File: src/rtl/wbx_pkg.sv
// Shared encodings for the writeback_ext stage: result source, load size and FSM state.
package wbx_pkg;

  typedef enum logic [1:0] {
    SRC_ALU  = 2'b00,
    SRC_LOAD = 2'b01,
    SRC_LINK = 2'b10
  } result_src_e;

  typedef enum logic [1:0] {
    LD_BYTE = 2'b00,
    LD_HALF = 2'b01,
    LD_WORD = 2'b10
  } load_size_e;

  typedef enum logic {
    ST_IDLE = 1'b0,
    ST_WAIT = 1'b1
  } state_e;

endpackage

File: src/rtl/wbx_load_align.sv
// Sub-word load formatter: little-endian lane select plus sign/zero extension.
module wbx_load_align
  import wbx_pkg::*;
#(
  parameter int WIDTH = 32
) (
  input  logic [WIDTH-1:0] data_i,
  input  logic [1:0]       offset_i,
  input  logic [1:0]       size_i,
  input  logic             uns_i,
  output logic [WIDTH-1:0] data_o
);

  logic [7:0]  byte_lane;
  logic [15:0] half_lane;

  always_comb begin
    case (offset_i)
      2'd0:    byte_lane = data_i[7:0];
      2'd1:    byte_lane = data_i[15:8];
      2'd2:    byte_lane = data_i[23:16];
      default: byte_lane = data_i[31:24];
    endcase
    half_lane = offset_i[1] ? data_i[31:16] : data_i[15:0];
    case (size_i)
      LD_BYTE: data_o = {{(WIDTH-8){~uns_i & byte_lane[7]}}, byte_lane};
      LD_HALF: data_o = {{(WIDTH-16){~uns_i & half_lane[15]}}, half_lane};
      default: data_o = data_i;
    endcase
  end

endmodule

File: src/rtl/writeback_ext.sv
// M->W pipeline register with load-stall FSM, timeout watchdog and result select.
// Optional sub-word load formatting is enabled by defining WBX_SUBWORD_LOAD_EN.
//   state   | meaning
//   ST_IDLE | no load waiting on memory data
//   ST_WAIT | load stalled; count_q = stall cycles so far
module writeback_ext
  import wbx_pkg::*;
#(
  parameter int WIDTH   = 32,
  parameter int REGW    = 5,
  parameter int TIMEOUT = 15
) (
  input  logic             WBX_CLK,
  input  logic             WBX_RST,
  input  logic [WIDTH-1:0] WBX_AluOutM,
  input  logic [WIDTH-1:0] WBX_ReadDataM,
  input  logic             WBX_ReadValidM,
  input  logic [WIDTH-1:0] WBX_PcPlus4M,
  input  logic [REGW-1:0]  WBX_WriteRegM,
  input  logic             WBX_RegWriteM,
  input  logic [1:0]       WBX_ResultSrcM,
  input  logic [1:0]       WBX_LoadSizeM,
  input  logic             WBX_LoadUnsM,
  input  logic             WBX_FlushM,
  output logic [WIDTH-1:0] WBX_ResultW,
  output logic [REGW-1:0]  WBX_WriteRegW,
  output logic             WBX_RegWriteW,
  output logic             WBX_StallM,
  output logic             WBX_LoadErr
);

  localparam int CW = $clog2(TIMEOUT + 1);

  state_e           state_q, state_d;
  logic [CW-1:0]    count_q, count_d;
  logic             load_err_q, load_err_d;
  logic [WIDTH-1:0] alu_out_q, alu_out_d;
  logic [WIDTH-1:0] read_data_q, read_data_d;
  logic [WIDTH-1:0] pc_plus4_q, pc_plus4_d;
  logic [REGW-1:0]  write_reg_q, write_reg_d;
  logic             reg_write_q, reg_write_d;
  logic [1:0]       result_src_q, result_src_d;
  logic [WIDTH-1:0] load_fmt;
  logic             pending, timeout;

  assign pending    = WBX_RegWriteM && (WBX_ResultSrcM == SRC_LOAD) && !WBX_ReadValidM && !WBX_FlushM;
  assign timeout    = pending && (state_q == ST_WAIT) && (count_q == CW'(TIMEOUT));
  assign WBX_StallM = pending && !timeout;

  always_comb begin
    state_d      = ST_IDLE;
    count_d      = '0;
    load_err_d   = load_err_q;
    alu_out_d    = WBX_AluOutM;
    read_data_d  = WBX_ReadDataM;
    pc_plus4_d   = WBX_PcPlus4M;
    write_reg_d  = WBX_WriteRegM;
    reg_write_d  = WBX_RegWriteM;
    result_src_d = WBX_ResultSrcM;
    if (WBX_FlushM) begin
      reg_write_d = 1'b0;
    end else if (timeout) begin
      // hung load retires with zero data so the pipeline can move on
      read_data_d = '0;
      load_err_d  = 1'b1;
    end else if (pending) begin
      reg_write_d = 1'b0;
      state_d     = ST_WAIT;
      count_d     = count_q + CW'(1);
    end
  end

  always_ff @(posedge WBX_CLK) begin
    if (WBX_RST) begin
      state_q      <= ST_IDLE;
      count_q      <= '0;
      load_err_q   <= 1'b0;
      alu_out_q    <= '0;
      read_data_q  <= '0;
      pc_plus4_q   <= '0;
      write_reg_q  <= '0;
      reg_write_q  <= 1'b0;
      result_src_q <= '0;
    end else begin
      state_q      <= state_d;
      count_q      <= count_d;
      load_err_q   <= load_err_d;
      alu_out_q    <= alu_out_d;
      read_data_q  <= read_data_d;
      pc_plus4_q   <= pc_plus4_d;
      write_reg_q  <= write_reg_d;
      reg_write_q  <= reg_write_d;
      result_src_q <= result_src_d;
    end
  end

`ifdef WBX_SUBWORD_LOAD_EN
  logic [1:0] load_size_q, load_size_d;
  logic       load_uns_q, load_uns_d;

  assign load_size_d = WBX_LoadSizeM;
  assign load_uns_d  = WBX_LoadUnsM;

  always_ff @(posedge WBX_CLK) begin
    if (WBX_RST) begin
      load_size_q <= '0;
      load_uns_q  <= 1'b0;
    end else begin
      load_size_q <= load_size_d;
      load_uns_q  <= load_uns_d;
    end
  end

  wbx_load_align #(.WIDTH(WIDTH)) u_align (
    .data_i  (read_data_q),
    .offset_i(alu_out_q[1:0]),
    .size_i  (load_size_q),
    .uns_i   (load_uns_q),
    .data_o  (load_fmt)
  );
`else
  logic unused_load_cfg;
  assign unused_load_cfg = ^{WBX_LoadSizeM, WBX_LoadUnsM};
  assign load_fmt        = read_data_q;
`endif

  always_comb begin
    case (result_src_q)
      SRC_LOAD: WBX_ResultW = load_fmt;
      SRC_LINK: WBX_ResultW = pc_plus4_q;
      default:  WBX_ResultW = alu_out_q;
    endcase
  end

  assign WBX_WriteRegW = write_reg_q;
  assign WBX_RegWriteW = reg_write_q;
  assign WBX_LoadErr   = load_err_q;

endmodule

File: config.mk
export PLATFORM = sky130hd
export DESIGN_NAME = writeback_ext
export DESIGN_NICKNAME = d
export VERILOG_FILES = /design/src/rtl/wbx_pkg.sv /design/src/rtl/wbx_load_align.sv /design/src/rtl/writeback_ext.sv
export SDC_FILE = /design/constraint.sdc
export NUM_CORES = 1
export LEC_CHECK = 0
export CORE_MARGIN = 2
export CORE_UTILIZATION = 65
export DETAILED_ROUTE_END_ITERATION = 10
export DONT_BUFFER_PORTS = 1
export GPL_TIMING_DRIVEN = 0
export PLACE_DENSITY = 0.78
export SLEW_MARGIN = 20
export SYNTH_ARGS = -nofsm -noshare
export SYNTH_HDL_FRONTEND = slang
export SYNTH_SLANG_ARGS = --single-unit
File: constraint.sdc
create_clock -name WBX_CLK -period 2.1 [get_ports WBX_CLK]
set_input_delay 0.315 -clock WBX_CLK [delete_from_list [all_inputs] [get_ports WBX_CLK]]
set_output_delay 0.315 -clock WBX_CLK [all_outputs]
set_load 0.02 [all_outputs]
# ---- After elaboration in Yosys (flattened, before gate mapping)
# Index checks and enable logic that the tools add are counted.
dict set report word_totals {
  ff_bits 110
  input_bits 111
  out_inout_bits 40
  elab_cells 35
}
dict set report classes {
  n_eq_ne 4
  mux 6
  bitwise 2
  reduce_logical 13
  n_addsub 1
}
# cell count
set op_table {}
lappend op_table {{32-bit two-way mux} 2}
lappend op_table {{32-bit case mux with 2 select lines} 1}
lappend op_table {{1-bit logical AND} 6}
lappend op_table {{4-bit by 1-bit adder with 4-bit output (second input constant)} 1}
lappend op_table {{2-bit by 1-bit equality test with 1-bit output (second input constant)} 2}
lappend op_table {{4-bit equality test (second input constant)} 1}
lappend op_table {{4-bit OR reduction} 1}
lappend op_table {{1-bit zero test} 3}
lappend op_table {{1-bit two-way mux} 3}
lappend op_table {{3-bit OR reduction} 1}
lappend op_table {{2-bit equality test (second input constant)} 1}
lappend op_table {{1-bit NOT} 2}
lappend op_table {{2-bit AND reduction} 1}
lappend op_table {{2-bit OR reduction} 1}

# ---- Depth between registers and ports, before layout
# Gate-level depths: netlist of run 1.
dict set report depth {
  depth_word 8
  mapped_depth 6
  ltp_nobuf 4
}

# ---- Least setup slack after synthesis of run 1
# No wires, ideal clock.
dict set report synth_path {
  path_kind {register to output}
  from {register result_src_q[0]}
  to {output WBX_ResultW[16]}
  required_time_ns 1.785
  arrival_ns 1.483
  n_path_buf 2
  path_slack_ns 0.302
  stages_incl_launch_ff 6
  cell_sequence {dfxtp_1 inv_1 ha_1 clkbuf_1 clkbuf_1 o21ai_0}
}
dict set report synth_between {
  elab_chain_cells 2
  elab_cells_between_ends 3
  classes_between {eq/ne: 2; mux: 1}
}
# element line_no
set synth_rtl {}
lappend synth_rtl {{start: declaration} writeback_ext.sv:42} ;# logic [1:0] result_src_q, result_src_d;
lappend synth_rtl {{start signal: assignment} writeback_ext.sv:93} ;# result_src_q <= result_src_d;
lappend synth_rtl {{2-bit equality test or 2-bit by 1-bit equality test with 1-bit output (tied branches)} writeback_ext.sv:128} ;# case (result_src_q)
lappend synth_rtl {{32-bit case mux with 2 select lines *} writeback_ext.sv:128}
lappend synth_rtl {{end: declaration} writeback_ext.sv:25} ;# output logic [WIDTH-1:0] WBX_ResultW,
# Every way passes the cells marked *; elsewhere a longest branch is shown, timed or not.

# ---- Final worst setup path of run 1
dict set report layout_path {
  from {register result_src_q[1]}
  to {output WBX_ResultW[21]}
}
# The elaborated chain is that of the path after synthesis.

==> key figures, run 1 <==
Clock tree
  • CTS H-tree lvls: 3
  • TritonCTS clock tree: yes
  • CTS Hold Bufs: 0
  • TritonCTS Sinks: 110
  • Clock-pin slew on the worst setup and hold paths: around 0.090 ns
  • CTS Buffer Depth: 2
  • CTS Buf Count: 9
  • Clock Latency Late Sink: roughly 0.35 ns
  • Clock Root Buffer: clkbuf_8

Floorplan
  • Die height: between 70 and 80 um
  • Initial Util: 0.675
  • Row count: 27
  • I/O pins: between 150 and 200
  • Chip Width: 79.9 um
  • Die area: 6380 um^2
  • Area of the core: ~5500 um^2

Status
  • Outcome: finished clean

Global route
  • Total gr overflow: 0
  • Antenna violations before repair: 1
  • First-pass GRT wire length: approximately 12 mm
  • Pin count of the biggest net entering global routing: 16
  • Vias in the first global route: about 2500
  • GR Util All Layers: 0.255

Logic synthesis
  • Post-synth net total: between 400 and 500
  • Dominant cell type by area after synthesis: dfxtp_1
  • Synth top area cells: dfxtp_1, nor2b_1, and2_4, a22oi_1, o21ai_0
  • Netlist cell types: 21
  • Synthesized flop and latch total: 110
  • Post-Synthesis Cells: roughly 360
  • Post-Syn Area: between 3000 and 4000 um^2
  • Proportion of synthesized chip area in sequential cells: 0.589
  • Synth warnings: 0
  • Syn_area_per_cell: approximately 10 um^2
  • Share of the synthesized area in the top cell type: 0.589

Power
  • Sw Share: 0.245
  • Sw power: 0.909 mW
  • Comb pwr share: 0.111
  • P_int: 2.80 mW
  • Peak supply drop: approximately 0.00055 V
  • Clock network power share: 0.288
  • Pwr dens: 891 nW/um^2
  • Static Leak: 1.64 nW
  • Sequential Power Share: 0.601
  • Pwr Total: between 3 and 4 mW

Route
  • WL/cell: approximately 18 um
  • First-pass detailed-route iteration total: 4
  • Routed wire length: around 8 mm
  • Number of remaining DRC errors: 0
  • DRT iter0 DRCs: 69
  • Antenna viol nets, final: 0
  • DR vias: between 2000 and 2500
  • Routed vias/inst: 5.49

STA
  • Endpoints failing hold: 0
  • F_max: 0.507 GHz
  • Count of final setup violators: 0
  • Tightest Pin Transition: between 0.6 and 0.7 ns
  • Worst slew margin: 0.585
  • RSZ-0062 raised after global routing: false
  • Final clock skew: slightly below 0.009 ns
  • Period utilization: 0.939
  • Min Tclk post-route: 1.97 ns
  • Slew Limit Fails: 0

Worst setup path
  • Worst EP required: around 1.8 ns
  • Worst-path maximum fanout: 10
  • Setup Crit Path Kind: reg -> out
  • Startpoint Class: flip-flop
  • FF-to-FF path depth: 5
  • Crit path DAT: approximately 1.7 ns
  • Crit end category: primary output

Job
  • Max_cap viols: 0

Place
  • GP Congestion: between 0.7 and 0.8
  • Placed cell count: 430
  • Placed wire-length estimate: 5.49 mm
  • I/O Buffers: 0

Worst hold path
  • Hold depth: 1
  • Min-Delay Path Class: in -> reg

Layout
  • Nets: between 400 and 500
  • Layout area overhead: 11.1%
  • Finished Layout Cells: about 440
  • Area of the multi-input gates: between 1500 and 2000 um^2
  • Fill cells: 402
  • Register area: 2200 um^2
  • Layout cells sized above 1: 0.248
## power by group through the flow
| stage | Sequential [mW] | Combinational (mW) | Clock (mW) |
|---|---|---|---|
| 2_1_floorplan | 2.27 | 0.280 | 0 |
| 3_3_place_gp | 2.27 | 0.341 | 0 |
| 3_5_place_dp | 2.28 | 0.348 | 0 |
| 4_1_cts | 2.23 | 0.396 | 1.08 |
| 5_1_grt | 2.24 | 0.446 | 1.16 |
| 6_report | 2.23 | 0.411 | 1.07 |
## what timing repair did
action | in CTS | in global routing
endpoints found under the hold margin | 0 | 0
pin swaps | 0 | 1
cloned | 0 | 0
setup endpoints to repair | 32 | 26
gates resized for setup | 73 | 19
setup buffers | 0 | 0
## registers in the layout, indices dropped and copies added, names as in the netlist
| name | count |
|---|---|
| state_q | 1 |
| count_q | 4 |
| WBX_RegWriteW | 1 |
| result_src_q | 2 |
| pc_plus4_q | 32 |
| WBX_LoadErr | 1 |
| load_fmt | 32 |
| WBX_WriteRegW | 5 |
| alu_out_q | 32 |
## cell type report
class / count / share of cell area
Multi-Input combinational cell: 219 / 0.372
Buffer: 23 / 0.0340
Sequential cell: 110 / 0.530
Antenna cell: 1 / 0.000602
Tap cell: 72 / 0.0217
Clock inverter: 2 / 0.00241
Clock buffer: 12 / 0.0349
Inverter: 5 / 0.00452
## through the flow
| stage | setup WS, ns | setup TNS, ns | utilization | hold WS (ns) | cell area, um^2 |
|---|---|---|---|---|---|
| after floorplan | 0.302 | 0 | - | 0.418 | 3740 |
| after global placement | -0.0215 | -0.0397 | 0.691 | 0.430 | 3830 |
| after detailed placement | -0.0722 | -0.560 | 0.691 | 0.437 | 3830 |
| after CTS | -0.0297 | -0.167 | 0.741 | 0.0779 | 4100 |
| after global routing | 0.0109 | 0 | 0.750 | 0.0726 | 4160 |
| final | 0.129 | 0 | 0.750 | 0.0917 | 4160 |
## worst paths after layout
kind | end | slack [ns] | from
worst max-delay path | WBX_ResultW[21] | 0.13 | result_src_q[1]
worst min-delay path | alu_out_q[28] | 0.09 | WBX_AluOutM[28]
worst min register to register | count_q[0] | 0.45 | count_q[0]
worst max register to register | load_fmt[17] | 0.63 | count_q[0]
## layout by cell type, fill, tap and decap left out
master    synthesis  layout
a31oi_1           1       1
clkbuf_4          0       6
o21ai_4           0       1
clkbuf_8          0      10
buf_2             0       1
buf_4             0       1
clkinv_2          0       2
xnor2_1           1       1
nand4_1           2       2
and3_1            1       1
nand3_1           2       2
and4_1            1       1
dfxtp_1         110     110
ha_1              3       2
xor2_1            1       1
nor4b_4           1       1
buf_6             3       3
a31oi_4           1       1
nor2b_1          71      71
and2_4           30      30
a22oi_1          32      32
diode_2           0       1
o21ai_2           0      31
clkbuf_1         21      10
ha_4              0       1
inv_1             5       5
and2_1            2       2
nor2_1            6       6
clkbuf_2          0       4
nand2_1          32      32
## cell usage after synthesis
master / number
a22oi_1: 32
a31oi_1: 1
a31oi_4: 1
and2_1: 2
and2_4: 30
and3_1: 1
and4_1: 1
buf_6: 3
clkbuf_1: 21
dfxtp_1: 110
ha_1: 3
inv_1: 5
nand2_1: 32
nand3_1: 2
nand4_1: 2
nor2_1: 6
nor2b_1: 71
nor4b_4: 1
o21ai_0: 32
xnor2_1: 1
xor2_1: 1
## metal layers
metal  vias to the layer above  routed length, um  part of all wire  track usage
met4                         0                104             0.013       0.0983
met2                        93               4000              0.50        0.445
met5                         -                  0                 0            0
met3                         9                673             0.085       0.0882
li1                       1192                  -                 -            -
met1                      1145               3140              0.40        0.287
## worst max-delay path: stages, from the launching register on
cell and delay (ns):
dfxtp_1 0.34, inv_1 0.06, ha_1 0.23, clkbuf_2 0.28, a22oi_1 0.12, o21ai_2 0.28
## logic make-up after synthesis
kind of cell / Yosys count / synth area share
simple gates: 148 / 0.247
xor+xnor: 2 / 0.00468
fa+ha+maj: 3 / 0.0100
flops: 110 / 0.589
compound gates: 66 / 0.114
buf+inv: 29 / 0.0351
Note: power is estimated with default switching activity, not from simulation.
==> inputs of run 2 (changes only) <==
Settings changed: REMOVE_ABC_BUFFERS set to 1.
==> run 2 against run 1 <==
Compared with the run above:
- first-iteration DRC count up 30%
- count of clock-buffer cells in the layout down 3
- die area unchanged
- global-route usage down 1.6 points
- critical path depth down 1
- flip-flop and latch count unchanged
- sequential power about the same
- clock power up 32%
- combinational power about the same
- highest routed layer unchanged
==> key figures, run 2 (synthesis gave the netlist of run 1 again) <==
Power
  • Pwr dens: between 900 and 1000 nW/um^2
  • Sw Share: 0.245
  • Sw power: slightly below 1 mW
  • Sequential Power Share: 0.550
  • Static Leak: between 1.5 and 2 nW
  • P_int: around 3.1 mW
  • Pwr Total: between 4 and 5 mW
  • Clock network power share: 0.348
  • Peak supply drop: around 0.00085 V
  • Comb pwr share: 0.101

Floorplan
  • Row count: 27
  • Die height: around 80 um
  • Die area: ~6400 um^2
  • Initial Util: 0.675
  • Chip Width: 79.9 um
  • I/O pins: about 150
  • Area of the core: between 5000 and 6000 um^2

STA
  • Worst slew margin: 0.343
  • Fin Hold WS: between 0.008 and 0.009 ns
  • RSZ-0062 raised after global routing: true
  • Slew Limit Fails: 0
  • Final clock skew: 0.00947 ns
  • F_max: about 0.49 GHz
  • Count of final setup violators: 0
  • Tightest Pin Transition: just under 1 ns
  • Sum Neg Setup Slack: 0 ns
  • Min Tclk post-route: 2.03 ns
  • Endpoints failing hold: 0
  • Period utilization: 0.967

Layout
  • Nets: about 470
  • Finished Layout Cells: between 400 and 500
  • Commonest non-fill, non-tap cells in the layout: dfxtp_1, nor2b_1, a22oi_1, nand2_1, and2_4
  • Layout cells sized above 1: 0.236
  • Layout area overhead: 13.7%
  • Most common cell after layout, fill and taps aside: dfxtp_1
  • Post-route cell area: between 4000 and 5000 um^2

Global route
  • GR Util All Layers: 0.239
  • First-pass GRT wire length: 11.3 mm
  • Antenna violations before repair: 1
  • Vias in the first global route: 2329
  • Pin count of the biggest net entering global routing: between 50 and 60
  • Total gr overflow: 0

Route
  • DRT iter0 DRCs: 90
  • First-pass detailed-route iteration total: 4
  • Antenna viol nets, final: 0
  • Routed vias/inst: around 5.5
  • Routed wire length: roughly 8 mm
  • Number of remaining DRC errors: 0
  • DR vias: around 2400
  • WL/cell: 18.1 um

Worst setup path
  • Startpoint Class: flip-flop
  • Crit end category: primary output
  • Worst EP required: around 1.8 ns
  • Setup Crit Path Kind: reg -> out
  • Crit path DAT: 1.72 ns
  • Worst-path maximum fanout: 15
  • R2R Path Start: count_q[0]
  • R2r setup slk: roughly 0.15 ns
  • CP startpoint: result_src_q[0]

Place
  • Placed cell count: between 400 and 500
  • GP Congestion: between 0.6 and 0.7
  • I/O Buffers: 0
  • Placed cell area: around 3700 um^2
  • Placed wire-length estimate: approximately 4.4 mm

Clock tree
  • TritonCTS clock tree: yes
  • Clock-pin slew on the worst setup and hold paths: 0.10 ns
  • TritonCTS Sinks: 110
  • CTS Buf Count: 9
  • Clock Latency Late Sink: ~0.37 ns
  • Clock Root Buffer: clkbuf_8
  • CTS Buffer Depth: 2
  • CTS H-tree lvls: 3

Worst hold path
  • Hold path start: WBX_RST
  • Min-Delay Path Class: in -> reg

Job
  • Max_cap viols: 0

Status
  • Outcome: finished clean
-- run 2: cell types whose count changed in the layout (fill, tap and decap cells not counted), moves of 3 or more --
cell / before / now
clkbuf_1: 10 / 0
clkbuf_2: 4 / 0
inv_6: 0 / 3
buf_4: 1 / 5
o21ai_1: 0 / 7
clkbuf_4: 6 / 0
o21ai_2: 31 / 25
dlygate4sd3_1: 0 / 4
-- run 2: path summary, 6_finish.rpt --
| kind | to | cells past startpoint |
|---|---|---|
| setup / recovery | WBX_ResultW[24] | 4 |
| hold / removal | alu_out_q[22] | 1 |
| setup reg to reg | load_fmt[8] | 4 |
| hold reg to reg | count_q[0] | 1 |
-- run 2: cell type report --
| type | instances | area, um^2 |
|---|---|---|
| flip-flops and latches | 110 | 2200 |
| multi-input cells | 219 | 1530 |
| fillers | 384 | 1290 |
| repair buffers | 15 | 186 |
| clock buffers | 9 | 124 |
| clock inverters | 7 | 103 |
| well taps | 72 | 90.1 |
| inverters | 5 | 18.8 |
| diodes | 1 | 2.50 |
-- run 2: timing repair --
action / CTS / global route
gates resized for setup: 55 / 4
endpoints found under the setup margin: 32 / 30
setup buffers: 1 / 9
gates cloned: 0 / 0
hold buffers: 3 / 1
endpoints found under the hold margin: 11 / 11
pin swaps: 1 / 1
-- run 2: critical path, stage by stage, from the launching register on --
cell	delay, ns
dfxtp_1	0.39
inv_1	0.09
ha_4	0.29
buf_6	0.18
o21ai_1	0.40
-- run 2: per-stage QoR --
stage | setup slack [ns] | utilization
global placement | -0.696 | 0.671
finish | 0.0683 | 0.767
floorplan | -0.108 | -
detailed placement | -0.0568 | 0.677
CTS | 0.00444 | 0.743
global route | -0.000793 | 0.767
-- run 2: power groups by stage --
stage | clock [mW] | combinational, mW | sequential, mW
after global routing | 1.51 | 0.441 | 2.24
final | 1.41 | 0.410 | 2.23
after CTS | 1.42 | 0.370 | 2.23
after floorplan | 0 | 0.249 | 2.27
after detailed placement | 0 | 0.310 | 2.28
after global placement | 0 | 0.291 | 2.27
-- run 2: per-layer routing --
layer / routed length [um] / GRT usage
met1: 3120 / 0.279
met3: 646 / 0.0781
met4: 137 / 0.108
met5: 0 / 0
met2: 4030 / 0.401
==> inputs of run 3 (changes only) <==
--- a/config.mk
+++ b/config.mk
@@ -6,4 +6,5 @@
 export NUM_CORES = 1
 export LEC_CHECK = 0
+export ABC_AREA = 1
 export CORE_MARGIN = 2
 export CORE_UTILIZATION = 65
==> constraint.sdc (replaced) <==
create_clock -name WBX_CLK -period 2.1 [get_ports WBX_CLK]
set_input_delay 0.315 -clock WBX_CLK [delete_from_list [all_inputs] [get_ports WBX_CLK]]
set_output_delay 0.315 -clock WBX_CLK [all_outputs]
set_load 0.01 [all_outputs]
==> run 3 against run 2 <==
Compared with the run above:
- first-iteration DRC count is 36% higher
- design area is 1.9% lower
- register-to-register slack better by 0.41 ns
- sequential power hardly changed
- critical path type unchanged
- critical endpoint is now WBX_ResultW[18]
- largest cell class unchanged
==> key figures, run 3 <==
Status
  • Outcome: finished clean

Place
  • Placed cell area: a little under 4000 um^2
  • I/O Buffers: 0
  • GP Congestion: between 0.7 and 0.8
  • Placed wire-length estimate: around 4.6 mm
  • Placed cell count: about 560

Route
  • Routed vias/inst: approximately 5.0
  • First-pass detailed-route iteration total: 4
  • DR vias: 2853
  • Antenna viol nets, final: 0
  • Routed wire length: 7.80 mm
  • WL/cell: about 14 um
  • Number of remaining DRC errors: 0
  • DRT iter0 DRCs: between 100 and 150

STA
  • Endpoints failing hold: 0
  • Final clock skew: between 0.009 and 0.01 ns
  • Sum Neg Setup Slack: 0 ns
  • F_max: ~0.5 GHz
  • Count of final setup violators: 0
  • Period utilization: 0.960
  • Tightest Pin Transition: about 0.7 ns
  • Min Tclk post-route: between 2 and 2.5 ns
  • RSZ-0062 raised after global routing: false
  • Fin Hold WS: ~0.022 ns
  • Worst slew margin: 0.534
  • Slew Limit Fails: 0

Logic synthesis
  • Synth warnings: 0
  • Async set or reset register ratio after synthesis: 0
  • Top post-synthesis cells by count: nor2_1, inv_1, dfxtp_1
  • Synthesized flop and latch total: 110
  • Netlist cell types: 18
  • Proportion of synthesized chip area in sequential cells: 0.566
  • Post-Syn Area: just under 4000 um^2
  • Number of synthesized flops with an enable pin: 0
  • Ys flop type: dfxtp_1
  • Count leader, synth: nor2_1
  • Syn_area_per_cell: 7.71 um^2
  • Share of the synthesized area in the top cell type: 0.566
  • Synth top area cells: dfxtp_1, nor2_1, inv_1, a21oi_1, nand2_1
  • Post-Synthesis Cells: approximately 500
  • Dominant cell type by area after synthesis: dfxtp_1

Power
  • Pwr dens: roughly 930 nW/um^2
  • Sw power: between 0.9 and 1 mW
  • P_int: 2.93 mW
  • Clock network power share: 0.325
  • Comb pwr share: 0.103
  • Sequential Power Share: 0.571
  • Static Leak: roughly 2.1 nW
  • Sw Share: 0.246
  • Peak supply drop: roughly 0.00057 V

Clock tree
  • CTS H-tree lvls: 3
  • Clock-pin slew on the worst setup and hold paths: approximately 0.090 ns
  • Clock Latency Late Sink: between 0.3 and 0.4 ns
  • CTS Buf Count: 9
  • TritonCTS Sinks: 110
  • CTS Buffer Depth: 2
  • TritonCTS clock tree: yes
  • Clock Root Buffer: clkbuf_8

Worst setup path
  • Startpoint Class: flip-flop
  • Crit path DAT: roughly 1.7 ns
  • Crit end category: primary output
  • Setup Crit Path Kind: reg -> out
  • Worst-path maximum fanout: 32
  • Worst EP required: between 1.5 and 2 ns

Layout
  • Layout area overhead: 7.27%
  • Finished Layout Cells: around 570
  • Fill cells: 467
  • Most common cell after layout, fill and taps aside: nor2_1
  • Nets: slightly above 600
  • Area of the multi-input gates: roughly 1200 um^2
  • Register area: approximately 2200 um^2
  • Layout cells sized above 1: 0.0862
  • N_diodes: 0
  • Post-route cell area: approximately 4200 um^2
  • Commonest non-fill, non-tap cells in the layout: nor2_1, inv_1, dfxtp_1, a21oi_1, nand2_1

Global route
  • Pin count of the biggest net entering global routing: 75
  • Total gr overflow: 0
  • First-pass GRT wire length: between 10 and 15 mm
  • Vias in the first global route: ~2600
  • GR Util All Layers: 0.227
  • Antenna violations before repair: 0

Floorplan
  • Area of the core: 5850 um^2
  • Die height: ~80 um
  • Initial Util: 0.664
  • Chip Width: a little over 80 um
  • Die area: 6620 um^2
  • Row count: 28
  • I/O pins: ~150

Job
  • Max_cap viols: 0

Worst hold path
  • Min-Delay Path Class: in -> reg
[run 3: worst max-delay path, cell delays in order (launching register included)]
cell	delay, ns
dfxtp_1	0.39
inv_1	0.08
ha_4	0.23
buf_12	0.16
inv_12	0.15
nor2_1	0.06
a21oi_1	0.26
[run 3: final timing paths]
path / from / endpoint / slack, ns / cells after the start
max: result_src_q[0] / WBX_ResultW[18] / 0.08 / 6
min: WBX_RST / pc_plus4_q[5] / 0.02 / 1
max reg2reg: count_q[0] / load_fmt[26] / 0.56 / 6
min reg2reg: count_q[0] / count_q[0] / 0.47 / 1
[run 3: repair_timing]
| action | CTS | global route |
|---|---|---|
| pin swaps | 1 | 0 |
| setup endpoints to repair | 32 | 11 |
| resized for setup | 7 | 11 |
| cloned | 0 | 0 |
| buffers inserted | 2 | 0 |
| endpoints found under the hold margin | 0 | 15 |
| hold buffers | 0 | 1 |
[run 3: layer usage]
metal,vias up,global-route usage,share of wire
li1,1436,-,-
met1,1298,0.249,0.42
met2,107,0.393,0.47
met3,12,0.0922,0.089
met4,0,0.0814,0.019
met5,-,0,0
[run 3: cell type report]
type | instances | area share
flip-flops and latches | 110 | 0.528
inverters | 113 | 0.105
repair buffers | 3 | 0.00990
clock inverters | 4 | 0.0108
clock buffers | 12 | 0.0372
multi-input cells | 257 | 0.287
well taps | 75 | 0.0225
[run 3: power groups by stage]
stage                     registers, mW  clock network (mW)  logic (mW)
after detailed placement           2.27                   0       0.354
final                              2.22                1.27       0.401
after global placement             2.27                   0       0.349
after CTS                          2.22                1.28       0.380
after global routing               2.23                1.37       0.448
after floorplan                    2.26                   0       0.278
[run 3: cells by family (layout without fill, tap and decap cells)]
logic type      Yosys count  count (layout)  synth area share
xor+xnor                  2               2           0.00451
fa+ha+maj                 3               3           0.00966
compound gates           65              65            0.0837
simple gates            187             187             0.192
buf+inv                 137             132             0.144
flops                   110             110             0.566
[run 3: per-stage QoR]
| stage | utilization | power (mW) | setup slack, ns |
|---|---|---|---|
| after global routing | 0.713 | 4.05 | 0.00322 |
| after global placement | 0.657 | 2.61 | -1.05 |
| after CTS | 0.704 | 3.88 | 0.0604 |
| final | 0.713 | 3.89 | 0.0846 |
| after detailed placement | 0.658 | 2.62 | -0.175 |
| after floorplan | - | 2.54 | -0.0732 |
